`src/rtl/spi_apb_bridge.sv`:
```
// APB3 register front-end feeding an SPI master driver through TX/RX byte FIFOs.
// Optional level interrupt output irq_o is built when SPI_APB_IRQ_EN is defined.
module spi_apb_bridge #(
  parameter int unsigned FIFO_DEPTH = 4
) (
  input  logic        clk_i,
  input  logic        rst_n_i,
  input  logic        psel_i,
  input  logic        penable_i,
  input  logic        pwrite_i,
  input  logic [3:0]  paddr_bi,
  input  logic [31:0] pwdata_bi,
  output logic [31:0] prdata_bo,
  output logic        pready_o,
  output logic        pslverr_o,
  output logic        m_start_o,
  output logic [7:0]  m_data_bo,
  input  logic        m_busy_i,
  input  logic [7:0]  m_data_bi
`ifdef SPI_APB_IRQ_EN
  ,
  output logic        irq_o
`endif
);

  localparam int unsigned PW = (FIFO_DEPTH > 1) ? $clog2(FIFO_DEPTH) : 1;
  localparam int unsigned LW = PW + 1;

  typedef enum logic [1:0] {
    ST_IDLE,
    ST_LAUNCH,
    ST_XFER,
    ST_CAPTURE
  } state_t;

  state_t state;

  logic          ctrl_en;
  logic          ctrl_irqen;
  logic [7:0]    tx_mem [FIFO_DEPTH];
  logic [7:0]    rx_mem [FIFO_DEPTH];
  logic [PW-1:0] tx_wp, tx_rp, rx_wp, rx_rp;
  logic [LW-1:0] tx_lvl, rx_lvl;

  logic tx_empty, tx_full, rx_empty, rx_full;
  logic access, sel_ctrl, sel_stat, sel_tx, sel_rx;
  logic tx_wr_req, rx_rd_req, tx_push, tx_pop, rx_push, rx_pop;
  logic launch_ok, err;
  logic [7:0]  rx_head;
  logic [31:0] status, rdata;
  logic unused;

  assign unused = ^{pwdata_bi[31:8], pwdata_bi[1], paddr_bi[1:0]};

  assign tx_empty = (tx_lvl == '0);
  assign tx_full  = (tx_lvl == LW'(FIFO_DEPTH));
  assign rx_empty = (rx_lvl == '0);
  assign rx_full  = (rx_lvl == LW'(FIFO_DEPTH));

  assign access   = psel_i & penable_i;
  assign sel_ctrl = (paddr_bi[3:2] == 2'd0);
  assign sel_stat = (paddr_bi[3:2] == 2'd1);
  assign sel_tx   = (paddr_bi[3:2] == 2'd2);
  assign sel_rx   = (paddr_bi[3:2] == 2'd3);

  assign launch_ok = ctrl_en & ~tx_empty & ~rx_full;
  assign tx_pop    = (state == ST_IDLE) & launch_ok;
  assign rx_push   = (state == ST_CAPTURE);

  // A push into a full TX is accepted when the sequencer pops on the same edge;
  // a pop from an empty RX is accepted when the sequencer pushes (byte bypassed).
  assign tx_wr_req = access & pwrite_i & sel_tx;
  assign rx_rd_req = access & ~pwrite_i & sel_rx;
  assign tx_push   = tx_wr_req & (~tx_full | tx_pop);
  assign rx_pop    = rx_rd_req & (~rx_empty | rx_push);
  assign rx_head   = rx_empty ? m_data_bi : rx_mem[rx_rp];

  assign err = (tx_wr_req & ~tx_push) | (rx_rd_req & ~rx_pop) |
               (access & pwrite_i & sel_stat) | (access & ~pwrite_i & sel_tx);

  assign status = {8'd0, 8'(rx_lvl), 8'(tx_lvl), 3'd0,
                   (state != ST_IDLE), rx_full, rx_empty, tx_full, tx_empty};

  always_comb begin
    rdata = '0;
    if (sel_ctrl)      rdata = {30'd0, ctrl_irqen, ctrl_en};
    else if (sel_stat) rdata = status;
    else if (sel_rx && rx_pop) rdata = {24'd0, rx_head};
  end

  assign pready_o  = 1'b1;
  assign pslverr_o = rst_n_i & err;
  assign prdata_bo = (rst_n_i & access & ~pwrite_i) ? rdata : 32'd0;

  // Control register
  always_ff @(posedge clk_i or negedge rst_n_i) begin
    if (!rst_n_i) begin
      ctrl_en <= 1'b0;
    end else if (access && pwrite_i && sel_ctrl) begin
      ctrl_en <= pwdata_bi[0];
    end
  end

`ifdef SPI_APB_IRQ_EN
  always_ff @(posedge clk_i or negedge rst_n_i) begin
    if (!rst_n_i) begin
      ctrl_irqen <= 1'b0;
      irq_o      <= 1'b0;
    end else begin
      if (access && pwrite_i && sel_ctrl) ctrl_irqen <= pwdata_bi[1];
      irq_o <= ctrl_irqen & ~rx_empty;
    end
  end
`else
  assign ctrl_irqen = 1'b0;
`endif

  // FIFO storage (no reset needed, validity tracked by levels)
  always_ff @(posedge clk_i) begin
    if (tx_push) tx_mem[tx_wp] <= pwdata_bi[7:0];
    if (rx_push) rx_mem[rx_wp] <= m_data_bi;
  end

  always_ff @(posedge clk_i or negedge rst_n_i) begin
    if (!rst_n_i) begin
      tx_wp  <= '0;
      tx_rp  <= '0;
      tx_lvl <= '0;
      rx_wp  <= '0;
      rx_rp  <= '0;
      rx_lvl <= '0;
    end else begin
      if (tx_push) tx_wp <= tx_wp + PW'(1);
      if (tx_pop)  tx_rp <= tx_rp + PW'(1);
      if (rx_push) rx_wp <= rx_wp + PW'(1);
      if (rx_pop)  rx_rp <= rx_rp + PW'(1);
      case ({tx_push, tx_pop})
        2'b10:   tx_lvl <= tx_lvl + LW'(1);
        2'b01:   tx_lvl <= tx_lvl - LW'(1);
        default: tx_lvl <= tx_lvl;
      endcase
      case ({rx_push, rx_pop})
        2'b10:   rx_lvl <= rx_lvl + LW'(1);
        2'b01:   rx_lvl <= rx_lvl - LW'(1);
        default: rx_lvl <= rx_lvl;
      endcase
    end
  end

  // Transfer sequencer; EN only gates new launches, never aborts one in flight
  always_ff @(posedge clk_i or negedge rst_n_i) begin
    if (!rst_n_i) begin
      state     <= ST_IDLE;
      m_start_o <= 1'b0;
      m_data_bo <= 8'd0;
    end else begin
      case (state)
        ST_IDLE: begin
          if (launch_ok) begin
            state     <= ST_LAUNCH;
            m_start_o <= 1'b1;
            m_data_bo <= tx_mem[tx_rp];
          end
        end
        ST_LAUNCH: begin
          if (m_busy_i) begin
            state     <= ST_XFER;
            m_start_o <= 1'b0;
          end
        end
        ST_XFER: begin
          if (!m_busy_i) state <= ST_CAPTURE;
        end
        ST_CAPTURE: begin
          state <= ST_IDLE;
        end
        default: begin
          state     <= ST_IDLE;
          m_start_o <= 1'b0;
        end
      endcase
    end
  end

endmodule

```
`config.mk`:
```
export PLATFORM = sky130hd
export DESIGN_NAME = spi_apb_bridge
export DESIGN_NICKNAME = d
export VERILOG_FILES = /design/src/rtl/spi_apb_bridge.sv
export SDC_FILE = /design/constraint.sdc
export NUM_CORES = 1
export LEC_CHECK = 0
export CAP_MARGIN = 10
export CORE_ASPECT_RATIO = 1.2
export CORE_MARGIN = 4
export CORE_UTILIZATION = 40
export DETAILED_ROUTE_END_ITERATION = 8
export GPL_TIMING_DRIVEN = 0
export MAX_ROUTING_LAYER = met4
export PLACE_DENSITY = 0.66
export RECOVER_POWER = 25
export SYNTH_ARGS = -nofsm -noshare
export SYNTH_HDL_FRONTEND = slang
export SYNTH_SLANG_ARGS = --single-unit
```
`constraint.sdc`:
```
create_clock -name clk_i -period 3.2 [get_ports clk_i]
set_clock_uncertainty 0.05 [all_clocks]
set_input_delay 0.32 -clock clk_i [delete_from_list [all_inputs] [get_ports clk_i]]
set_output_delay 0.32 -clock clk_i [all_outputs]
set_load 0.02 [all_outputs]
```
; Word level (Yosys, flattened, before mapping)
; Memories as Yosys holds them, arrays and structs flattened. A register that Yosys moved wholly into a read port is not among the register bits.
; Cells that the tools add are included.
[totals]
reg_bits = 18
ramBits = 64
inputBits = 50
output_inout_bits = 43
elab_cells = 96
memories = 2
[mem_list]
columns = name, depth, width, read_ports, rd_ports_with_merged_regs, wr, line_no
row1 = rx_mem, 4, 8, 1, 0, 1, 41  ; logic [7:0] rx_mem [FIFO_DEPTH];
row2 = tx_mem, 4, 8, 1, 1, 1, 40  ; logic [7:0] tx_mem [FIFO_DEPTH];
[classes]
add_sub_neg = 8
n_eq_ne = 15
muxes = 18
bitwise_logic = 29
n_reduce_logical = 15
[op_table]
columns = op, n
row1 = $mux 32, 3
row2 = $and 1x1->1, 17
row3 = $mux 8, 2
row4 = $eq 2x2->1 const B, 6
row5 = $pmux 3 s2, 2
row6 = $add 2x1->2 const B, 4
row7 = $eq 2x1->1 const B, 4
row8 = $pmux 2 s4, 1
row9 = $reduce_bool 2->1, 4
row10 = $not 1->1, 7
row11 = $add 3x1->3 const B, 2
row12 = $eq 3x3->1 const B, 2
row13 = $logic_not 3->1, 2
row14 = $mux 1, 6
row15 = $mux 2, 3
row16 = $ne 2x2->1 const B, 3
row17 = $reduce_and 3->1, 2
row18 = $sub 3x1->3 const B, 2
row19 = $or 1x1->1, 5
row20 = $logic_not 2->1, 2
row21 = $logic_and 1x1->1, 3
row22 = $pmux 1 s2, 1
row23 = $reduce_and 2->1, 1
row24 = $logic_not 1->1, 1

; Logic depth before layout (Yosys ltp)
; Gate-level depths: netlist of the first run.
[depth]
word_depth = 13
depth_mapped = 12
depth_no_buf = 12

; Worst setup path after synthesis of the first run
; Ideal clock, no wire load.
[synth_path]
path_type = register to register
from = register state[0]
to = register rx_lvl[2]
setup_time_ps = 126
t_arrival_ps = 2163
t_required_ps = 3024
slack_ps = 861
path_stages_with_launch = 12
synth_period_minus_slack_ps = 2339
path_cell_list = dfrtp_1 ha_1 clkbuf_1 o41a_1 and3_1 buf_2 ha_1 inv_1 fa_1 xor2_1 nor2_1 xor2_1
[synth_via]
elab_chain_cells = 5
word_cells_on_any_way = 7
[synth_lines]
columns = item, line_no
row1 = from (decl), 36  ; state_t state;
row2 = from (signal assigned), 153  ; state <= ST_IDLE;
row3 = from (signal assigned), 160  ; state <= ST_LAUNCH;
row4 = from (signal assigned), 167  ; state <= ST_XFER;
row5 = $eq 2x2->1 (*), 68  ; assign rx_push = (state == ST_CAPTURE);
row6 = $or 1x1->1, 75  ; assign rx_pop = rx_rd_req & (~rx_empty | rx_push);
row7 = $and 1x1->1, 75
row8 = $eq 2x1->1 / $eq 2x2->1 (equally long branches), 142  ; case ({rx_push, rx_pop})
row9 = $pmux 3 s2 / $reduce_bool 2->1 (equally long branches), n/a
row10 = to (signal assigned), 143  ; 2'b10: rx_lvl <= rx_lvl + LW'(1);
row11 = to (signal assigned), 144  ; 2'b01: rx_lvl <= rx_lvl - LW'(1);
row12 = to (signal assigned), 145  ; default: rx_lvl <= rx_lvl;
row13 = to (decl), 43  ; logic [LW-1:0] tx_lvl, rx_lvl;
; Every way passes the cells marked *; elsewhere a longest branch is shown, timed or not.
; A chain may end at the register's enable or synchronous reset.

; Final worst setup path of the first run
[layout_path]
from = input rst_n_i
to = output prdata_bo[3]
[layout_via]
elab_chain_cells = 3
[layout_lines]
columns = item, line_no
row1 = from (decl), 7  ; input logic rst_n_i,
row2 = $and 1x1->1 (2 in series), 93  ; assign prdata_bo = (rst_n_i & access & ~pwrite_i) ? rdata : 32'd0;
row3 = $mux 32, 93
row4 = to (decl), 13  ; output logic [31:0] prdata_bo,
; Every way passes these cells.

==> out/metrics.cfg, run 1 <==
[route]
via_per_inst=4.88
ant_nets=0
vias=2331
post_drt_wl_per_cell_um=16.0
dr.pass1.iters=4
wl_mm=7.65
drc=0
drt_iter0_markers=74

[hold_path]
hold_class=primary input to async pin

[grt]
grt_pass1_vias=2408
overflow=0
antenna_found_initial=0
grt_pass1_wl_mm=12.4
grt_max_degree=25
grt_usage=0.139

[worst_setup_path]
worstPathRequired_ns=2.83
critPathKind=primary input to primary output
cp-end-kind=primary output
critPathArrivalTime_ns=2.56
critPathMaxFanout=6
startpoint_type=primary input

[yosys]
yosys_register_bits=90
avgSynthCellArea_um2=15.4
syn-cell-area_um2=4180
synth_cell_type_count=46
netlist_instances=271
ys_async_sr_fraction=0.289
yosys_warnings=0
synth_edf_count=64
seq_area_frac_synth=0.616
synth_flop_cell=edfxtp_1

[pwr]
p_leak_nw=2.03
p_total_mw=3.93
power_density_nw_per_um2=760
vdd_ir_drop_max_v=0.000298

[timing]
final.setup.tns_ns=0
finalCriticalPeriod_ns=2.93
rsz0062_at_grt=false
setup_slack_ns=0.270
max_freq_ghz=0.341
tightest_slew_ns=0.581
setup_violations=0
hold_viol=0
drv_slew=0
fin_crit_sh=0.916
holdWs_ns=0.326
relSlewSlack=0.613

[die]
die_w_um=101
start_util=0.413
die_area_um2=12200
rows=40
io_pins=93
dieHeight_um=120
core-area_um2=10100

[clocking]
cts_tree=done
cts_buffer_depth=2
clk_latency_ns=0.34
cts.clk_slew.worst_paths_ns=0.06
cts_setup_buffers=0
cts_sinks=90
cts_made_buffers=9
htree_levels=3
cts_root_buf=clkbuf_16

[outcome]
status=finished clean

[cells_and_area]
fin_nets=413
diodes=0
num-fill-cells=855
stdcell_count=478
fin_util=0.512
design_area_um2=5170
drive_gt1_frac=0.216
synthToLayoutAreaGrowth_pct=23.8

[placed_design]
portBuffers=47
placed_cells=461
postPlaceCellArea_um2=4860
dp_slack_ns=0.270
dp_hpwl_mm=5.42
gp_congestion=0.812

[flow_run]
drv_cap=0

==> cell type report <==
type / instances / area (um2) / share of cell area
Buffer: 26 / 191 / 0.0370
Clock buffer: 10 / 229 / 0.0443
Clock inverter: 6 / 48.8 / 0.00943
Inverter: 20 / 75.1 / 0.0145
Multi-Input combinational cell: 151 / 1400 / 0.271
Sequential cell: 90 / 2570 / 0.497
Tap cell: 126 / 158 / 0.0305
Timing Repair Buffer: 49 / 498 / 0.0963
==> where the power goes <==
part	total [mW]	switching [mW]	internal [mW]
sequential	1.64	0.151	1.49
combinational	1.32	0.647	0.674
clock	0.970	0.434	0.535
total	3.93	1.23	2.70
==> placed cells by master (no fill, tap or decap), types with 2 or more instances in the layout <==
master | synthesis | final
clkdlybuf4s50_1 | 0 | 32
a21oi_1 | 3 | 3
mux4_2 | 16 | 16
mux2_2 | 10 | 10
and2_1 | 9 | 9
conb_1 | 2 | 19
inv_1 | 20 | 20
o32a_1 | 2 | 2
and3_1 | 3 | 3
xnor2_1 | 5 | 5
nor2_1 | 12 | 12
clkbuf_1 | 2 | 2
buf_2 | 2 | 3
fa_1 | 2 | 2
a22oi_1 | 2 | 2
nor3_1 | 2 | 2
nand3_1 | 2 | 2
dlygate4sd3_1 | 0 | 14
buf_6 | 2 | 2
mux2_4 | 2 | 2
nand2_1 | 8 | 8
xor2_1 | 7 | 7
clkinv_4 | 0 | 2
dfrtp_1 | 26 | 26
o21ai_0 | 6 | 6
o41ai_1 | 2 | 2
mux2i_1 | 5 | 5
nor2b_1 | 2 | 2
inv_6 | 0 | 3
clkbuf_16 | 0 | 9
ha_1 | 14 | 13
edfxtp_1 | 64 | 64
buf_4 | 20 | 20
o41a_1 | 2 | 2
==> flip-flops by register name (all words and copies together) (netlist names), 3 cells and up <==
name	count
tx_mem	32
m_data_bo	8
rx_mem	32
tx_lvl	3
rx_lvl	3
==> layer usage <==
metal,global-route usage,vias to the layer above,share of wire
li1,-,1113,-
met1,0.167,1146,0.41
met2,0.223,63,0.52
met3,0.0314,9,0.050
met4,0.0599,0,0.019
met5,-,-,0
==> what timing repair did <==
item                       CTS  global route
pin swaps                    0             0
hold endpoints to repair    24             0
setup endpoints to repair    1             2
hold buffers                 2             0
resized for setup            0             2
==> logic make-up after synthesis <==
family / synth area share
xor gates and xnor gates: 0.0252
muxes: 0.135
DFF: 0.616
adders and majority gates: 0.0515
AOI/OAI and AO/OA: 0.0389
and+or+nand+nor: 0.0671
other: 0.00180
buffers and inverters: 0.0647
==> cells in the mapped netlist (3+ instances only) <==
cell type  number  area [um2]
a21oi_1         3        15.0
and2_1          9        56.3
and3_1          3        18.8
buf_4          20         150
dfrtp_1        26         651
edfxtp_1       64        1920
ha_1           14         175
inv_1          20        75.1
mux2_2         10         113
mux2i_1         5        50.1
mux4_2         16         360
nand2_1         8        30.0
nor2_1         12        45.0
o21ai_0         6        30.0
xnor2_1         5        43.8
xor2_1          7        61.3
==> final timing paths <==
check	startpoint	end	slack, ns	depth (start not counted)
setup / recovery	rst_n_i	prdata_bo[3]	0.27	6
hold / removal	rst_n_i	rx_wp[1]$_DFFE_PN0P_	0.33	2
setup reg to reg	state[0]$_DFFE_PN0P_	tx_lvl[1]$_DFFE_PN0P_	0.61	10
hold reg to reg	tx_lvl[2]$_DFFE_PN0P_	tx_lvl[2]$_DFFE_PN0P_	0.46	1
max in group asynchronous	rst_n_i	tx_lvl[2]$_DFFE_PN0P_	2.38	3
min in group clk_i	tx_lvl[2]$_DFFE_PN0P_	tx_lvl[2]$_DFFE_PN0P_	0.46	1
==> critical path, stage by stage <==
cell and delay [ns]:
dlygate4sd3_1 0.52, buf_2 0.24, and4b_1 0.33, nand3_1 0.25, o21ai_0 0.25, clkdlybuf4s50_1 0.65
No activity file was read; power rests on OpenSTA's default activity.
==> inputs of run 2 (changes only) <==
Settings changed: SKIP_LAST_GASP set to 1.
==> results of run 2 <==
Same layout as run 1: the final DEF is identical, and so are final timing and power.
==> inputs of run 3 (changes only) <==
Settings changed: TNS_END_PERCENT set to 5.
==> results of run 3 <==
Same layout as run 1: the final DEF is identical, and so are final timing and power.
